[src/rtl/fir_filter_mac_seq.sv]
// fir_filter_mac_seq: time-multiplexed FIR with one multiplier, run-time
// programmable coefficients, valid/ready handshakes on both sides, and a
// rounded/saturated arithmetic-shift output stage.
module fir_filter_mac_seq #(
    parameter  int WIDTH     = 16,
    parameter  int CWIDTH    = 16,
    parameter  int TAPS      = 8,
    parameter  int SHIFT     = 0,
    parameter  int OUT_WIDTH = 20,
    localparam int AW        = $clog2(TAPS),
    localparam int ACC_W     = WIDTH + CWIDTH + AW
) (
    input  logic                        clk,
    input  logic                        rst,
    input  logic                        in_valid,
    output logic                        in_ready,
    input  logic signed [WIDTH-1:0]     x_in,
    input  logic                        coef_we,
    input  logic [AW-1:0]               coef_addr,
    input  logic signed [CWIDTH-1:0]    coef_data,
    output logic                        out_valid,
    input  logic                        out_ready,
    output logic signed [ACC_W-1:0]     y_out_raw,
    output logic signed [OUT_WIDTH-1:0] y_out,
    output logic                        busy
);

    localparam int PW = WIDTH + CWIDTH;
    localparam int RW = ACC_W + 1;

    localparam logic [AW:0]           KLAST = (AW + 1)'(TAPS);
    localparam logic signed [RW-1:0]  RND   = (SHIFT > 0) ? (RW'(1) << ((SHIFT > 0) ? SHIFT - 1 : 0)) : '0;
    localparam logic signed [RW-1:0]  MAXV  = {{(RW - OUT_WIDTH + 1){1'b0}}, {(OUT_WIDTH - 1){1'b1}}};
    localparam logic signed [RW-1:0]  MINV  = {{(RW - OUT_WIDTH + 1){1'b1}}, {(OUT_WIDTH - 1){1'b0}}};

    typedef enum logic [1:0] {
        IDLE,
        MAC,
        HOLD
    } state_t;

    state_t                     state;
    logic signed [WIDTH-1:0]    sbuf     [TAPS];
    logic signed [CWIDTH-1:0]   coef_mem [TAPS];
    logic [AW-1:0]              wr_ptr;
    logic [AW:0]                kcnt;
    logic signed [ACC_W-1:0]    acc;
    logic signed [PW-1:0]       prod;

    logic [AW-1:0]              rd_idx;
    logic signed [PW-1:0]       cext;
    logic signed [PW-1:0]       sext;
    logic signed [ACC_W-1:0]    final_sum;
    logic signed [RW-1:0]       rnd;
    logic signed [RW-1:0]       shifted;
    logic signed [OUT_WIDTH-1:0] y_sat;

    // Operand select: tap k pairs coefficient k with the sample k steps older than the newest.
    always_comb begin
        rd_idx = wr_ptr - AW'(1) - kcnt[AW-1:0];
        cext   = PW'(coef_mem[kcnt[AW-1:0]]);
        sext   = PW'(sbuf[rd_idx]);
    end

    // Running sum including the pending product, then round-half-up, shift and clamp.
    always_comb begin
        final_sum = acc + {{AW{prod[PW-1]}}, prod};
        rnd       = {final_sum[ACC_W-1], final_sum} + RND;
        shifted   = rnd >>> SHIFT;
        if (shifted > MAXV)
            y_sat = MAXV[OUT_WIDTH-1:0];
        else if (shifted < MINV)
            y_sat = MINV[OUT_WIDTH-1:0];
        else
            y_sat = shifted[OUT_WIDTH-1:0];
    end

    // Control FSM with datapath registers; product is registered, so the last
    // accumulate happens one cycle after the last multiply (k == TAPS step).
    always_ff @(posedge clk or negedge rst) begin
        if (!rst) begin
            state     <= IDLE;
            in_ready  <= 1'b1;
            busy      <= 1'b0;
            out_valid <= 1'b0;
            y_out     <= '0;
            y_out_raw <= '0;
            wr_ptr    <= '0;
            kcnt      <= '0;
            acc       <= '0;
            prod      <= '0;
            for (int unsigned i = 0; i < TAPS; i++) begin
                sbuf[i]     <= '0;
                coef_mem[i] <= '0;
            end
        end else begin
            case (state)
                IDLE: begin
                    if (coef_we)
                        coef_mem[coef_addr] <= coef_data;
                    if (in_valid) begin
                        sbuf[wr_ptr] <= x_in;
                        wr_ptr       <= wr_ptr + AW'(1);
                        acc          <= '0;
                        prod         <= '0;
                        kcnt         <= '0;
                        state        <= MAC;
                        in_ready     <= 1'b0;
                        busy         <= 1'b1;
                    end
                end
                MAC: begin
                    if (kcnt == KLAST) begin
                        y_out_raw <= final_sum;
                        y_out     <= y_sat;
                        out_valid <= 1'b1;
                        state     <= HOLD;
                    end else begin
                        prod <= cext * sext;
                        acc  <= final_sum;
                        kcnt <= kcnt + (AW + 1)'(1);
                    end
                end
                HOLD: begin
                    if (out_ready) begin
                        out_valid <= 1'b0;
                        state     <= IDLE;
                        in_ready  <= 1'b1;
                        busy      <= 1'b0;
                    end
                end
                default: begin
                    state    <= IDLE;
                    in_ready <= 1'b1;
                    busy     <= 1'b0;
                end
            endcase
        end
    end

endmodule

[config.mk]
export PLATFORM = sky130hd
export DESIGN_NAME = fir_filter_mac_seq
export DESIGN_NICKNAME = d
export VERILOG_FILES = /design/src/rtl/fir_filter_mac_seq.sv
export SDC_FILE = /design/constraint.sdc
export NUM_CORES = 1
export LEC_CHECK = 0
export CORE_MARGIN = 2
export CORE_UTILIZATION = 40
export DETAILED_ROUTE_END_ITERATION = 7
export GPL_TIMING_DRIVEN = 0
export PLACE_DENSITY = 0.66
export SYNTH_ARGS = -nofsm -noshare
export SYNTH_HDL_FRONTEND = slang
export SYNTH_SLANG_ARGS = --single-unit
[constraint.sdc]
create_clock -name clk -period 11.4 [get_ports clk]
set_input_delay 1.14 -clock clk [delete_from_list [all_inputs] [get_ports clk]]
set_output_delay 1.14 -clock clk [all_outputs]
set_load 0.03 [all_outputs]
==> metrics <==
Min-Delay Path Class=reg2reg; Avg Vias per Cell=~5.2; width of the die=~270 um; CTS Buf Count=42; non-filler cells, final=between 3000 and 4000; Critical Path RT=between 10000 and 15000 ps; DRC=0; Worst-path clk slew=about 60 ps; Pre-antenna DRT Iters=5; Final Critical Period=around 11000 ps; hpwl dp=52600 um; unrepaired setup endpoints after global routing=no; outcome=completed; MaxCap Viol Count=0; crit path capture type=register; setup TNS=0 ps; # clock sinks=390; first-pass GRT wire length=112000 um; r2r endpoint=prod[28]; final worst path period share=between 90% and 100%; final slew viol count=0; crit path launch type=register; R2R depth=32; Antenna Nets Post-Route=0; r2r setup slk=670 ps; Die Ht=around 270 um; Worst path most repeated cell=fa_1; GRT Overall Usage=19.0%; number of port buffers=97; largest net degree at the start of global routing=between 100 and 150; # H-tree levels=2; Syn Nets=approximately 3000; yosys warns=0; FFs w/ async S/R, synth=between 90% and 100%; layout cells sized above 1=between 10% and 20%; Placed Cells=about 3600; Syn Std Cell Area=about 0.029 mm2; via count=a little under 20000; Least-Margin Pin Slew=between 1000 and 1500 ps; drt wl/cell=18.5 um; cell count after synthesis=2566; crit path max fanout=10; Hold Vio Cnt, Final=0; Skew-Pair Late Insertion Delay=approximately 590 ps; CTS tree=yes; area growth from synthesis to layout=13.4%; Arr. time, crit path=around 11000 ps; slowest CP cell=mux2i_2; Cell Rows=between 90 and 100; register area share after synthesis=between 30% and 40%; #FFs+latches synth=390; Min-Delay Path Depth=2; hold buffers post-CTS=0; Synth cell types=93; CTS root buf=clkbuf_16; Final #Nets=roughly 3100; fmax=93.2 MHz; Worst slew margin=about a tenth; number of global-route vias before repair=20200; Post-synth EDFFs=0; Critical Setup Path Class=reg2reg; antenna diode count=0; Most used DFF post-synth=dfrtp_1; Hold Crit Start=y_out_raw[11]; die area=approximately 0.074 mm2; GRT Residual Overflow=0; fin area=around 0.033 mm2; fillers=6532; Starting DRT DRC Count=~1100; final setup violation count=0; Avg Inst Size Synth=approximately 11 um2; Ports=a little under 100; initial core utilization=between 40% and 50%; core area=0.0712 mm2; Layout Skew=between 15 and 20 ps; initial antenna violation count=0; clock tree buffer depth=3; Hold EP=y_out_raw[11]; placed cell areas=between 0.03 and 0.04 mm2; gpl congestion=0.933; final hold slack=471 ps; CP max stage delay=around 670 ps; FF-to-FF Start=kcnt[0]; routed wire length=slightly below 70000 um
## per-stage QoR
| step | util [%] | worst slack, ps |
|---|---|---|
| 3_5_place_dp | 43.5 | -2040 |
| 4_1_cts | 45.6 | 1.89 |
| 2_1_floorplan | - | 1260 |
| 6_report | 45.7 | 669 |
| 5_1_grt | 45.7 | 103 |
| 3_3_place_gp | 43.3 | -8250 |
## worst max-delay path, delay by kind of cell (launching register included)
family	cells	cell delay, ps
AND/OR/NAND/NOR	5	1330
multiplexers	2	1050
adder cells (fa/ha/maj)	9	4020
AO/OA/AOI/OAI	6	1540
XOR/XNOR	2	500
flip-flops	1	450
buffers and inverters	8	1730
## placed cells by master (no fill, tap or decap), drive strengths merged, types with 6 or more instances in the layout
master         Yosys  final
a211o              6      6
a211oi            17     17
a21o              31     31
a21oi             56     56
a22o              31     31
and2               7      7
and3               9      9
and4               7      7
buf               25     25
clkbuf            76    137
clkdlybuf4s50      0     96
dfrtp            389    389
fa               264    264
ha               120    120
inv              327    329
mux2             279    279
mux2i             33     33
mux4              64     64
nand2            277    277
nand2b            27     27
nand3             11     11
nand4             10     10
nor2             197    197
nor2b             11     11
nor3              17     17
o211ai            13     13
o21a              12     12
o21ai             85     85
o31ai             13     13
o32ai             17     17
or2               12     12
or3                6      6
xnor2             35     35
xor2              22     22
## sequential cells by signal, indices dropped and copies added (netlist names)
register,cells
coef_mem,128
sbuf,128
acc,35
y_out_raw,35
prod,32
y_out,20
kcnt,4
wr_ptr,3
state,2
busy,1
in_ready,1
out_valid,1
## cell usage after synthesis, drive strengths merged, types with 17 or more instances
master / count / area (um2)
ha: 120 / 1500
mux4: 64 / 1440
a211oi: 17 / 143
nor2: 197 / 739
buf: 25 / 134
nor3: 17 / 85.1
o21ai: 85 / 433
a22o: 31 / 273
a21o: 31 / 238
a21oi: 56 / 292
dfrtp: 389 / 9730
inv: 327 / 1230
mux2i: 33 / 330
nand2b: 27 / 169
clkbuf: 76 / 298
nand2: 277 / 1040
xor2: 22 / 193
o32ai: 17 / 201
xnor2: 35 / 314
mux2: 279 / 3140
fa: 264 / 5290
## worst max path at each step
stage	from	end	slack (ps)	cells after the start
final	kcnt[0]	prod[28]	670	32
after global routing	kcnt[0]	prod[28]	100	34
after CTS	kcnt[0]	prod[28]	2	30
after detailed placement	kcnt[0]	prod[31]	-2040	34
after global placement	rst	acc[31]	-8250	1
after floorplan	kcnt[0]	prod[28]	1260	34
## layout make-up
class | count | area (um2) | area share [%]
multi-input combinational | 1747 | 17300 | 53.3
clock inverter | 13 | 218 | 0.669
clock buffer | 61 | 1240 | 3.82
buffer | 98 | 464 | 1.43
inverter | 327 | 1230 | 3.77
tap | 950 | 1190 | 3.65
timing repair buffer | 102 | 1090 | 3.36
sequential | 390 | 9760 | 30.0
## timing repair
item	in CTS	in global routing
pin swaps	0	1
setup buffers	0	1
setup endpoints to repair	20	7
resized for setup	21	22
hold endpoints to repair	0	0
gates cloned	0	0
## routing by layer
| layer | wire (um) | part of all wire (%) | track usage, % | vias up |
|---|---|---|---|---|
| met3 | 3210 | 4.7 | 2.88 | 99 |
| met4 | 1930 | 2.8 | 5.84 | 0 |
| li1 | - | - | - | 8918 |
| met2 | 31800 | 47 | 31.0 | 459 |
| met1 | 31100 | 46 | 26.3 | 9774 |
| met5 | 0 | 0 | 0 | - |
## logic make-up after synthesis
logic type	count (synthesis)	synth area share (%)
AOI/OAI and AO/OA	323	8.28
xor gates and xnor gates	57	1.77
adders and majority gates	384	23.7
buffers and inverters	429	5.82
DFF	390	34.0
muxes	376	17.1
and+or+nand+nor	607	9.32
Power is left out: the tool's default activity adds up to more than one toggle a clock period on the data nets, which glitch-free logic cannot reach.
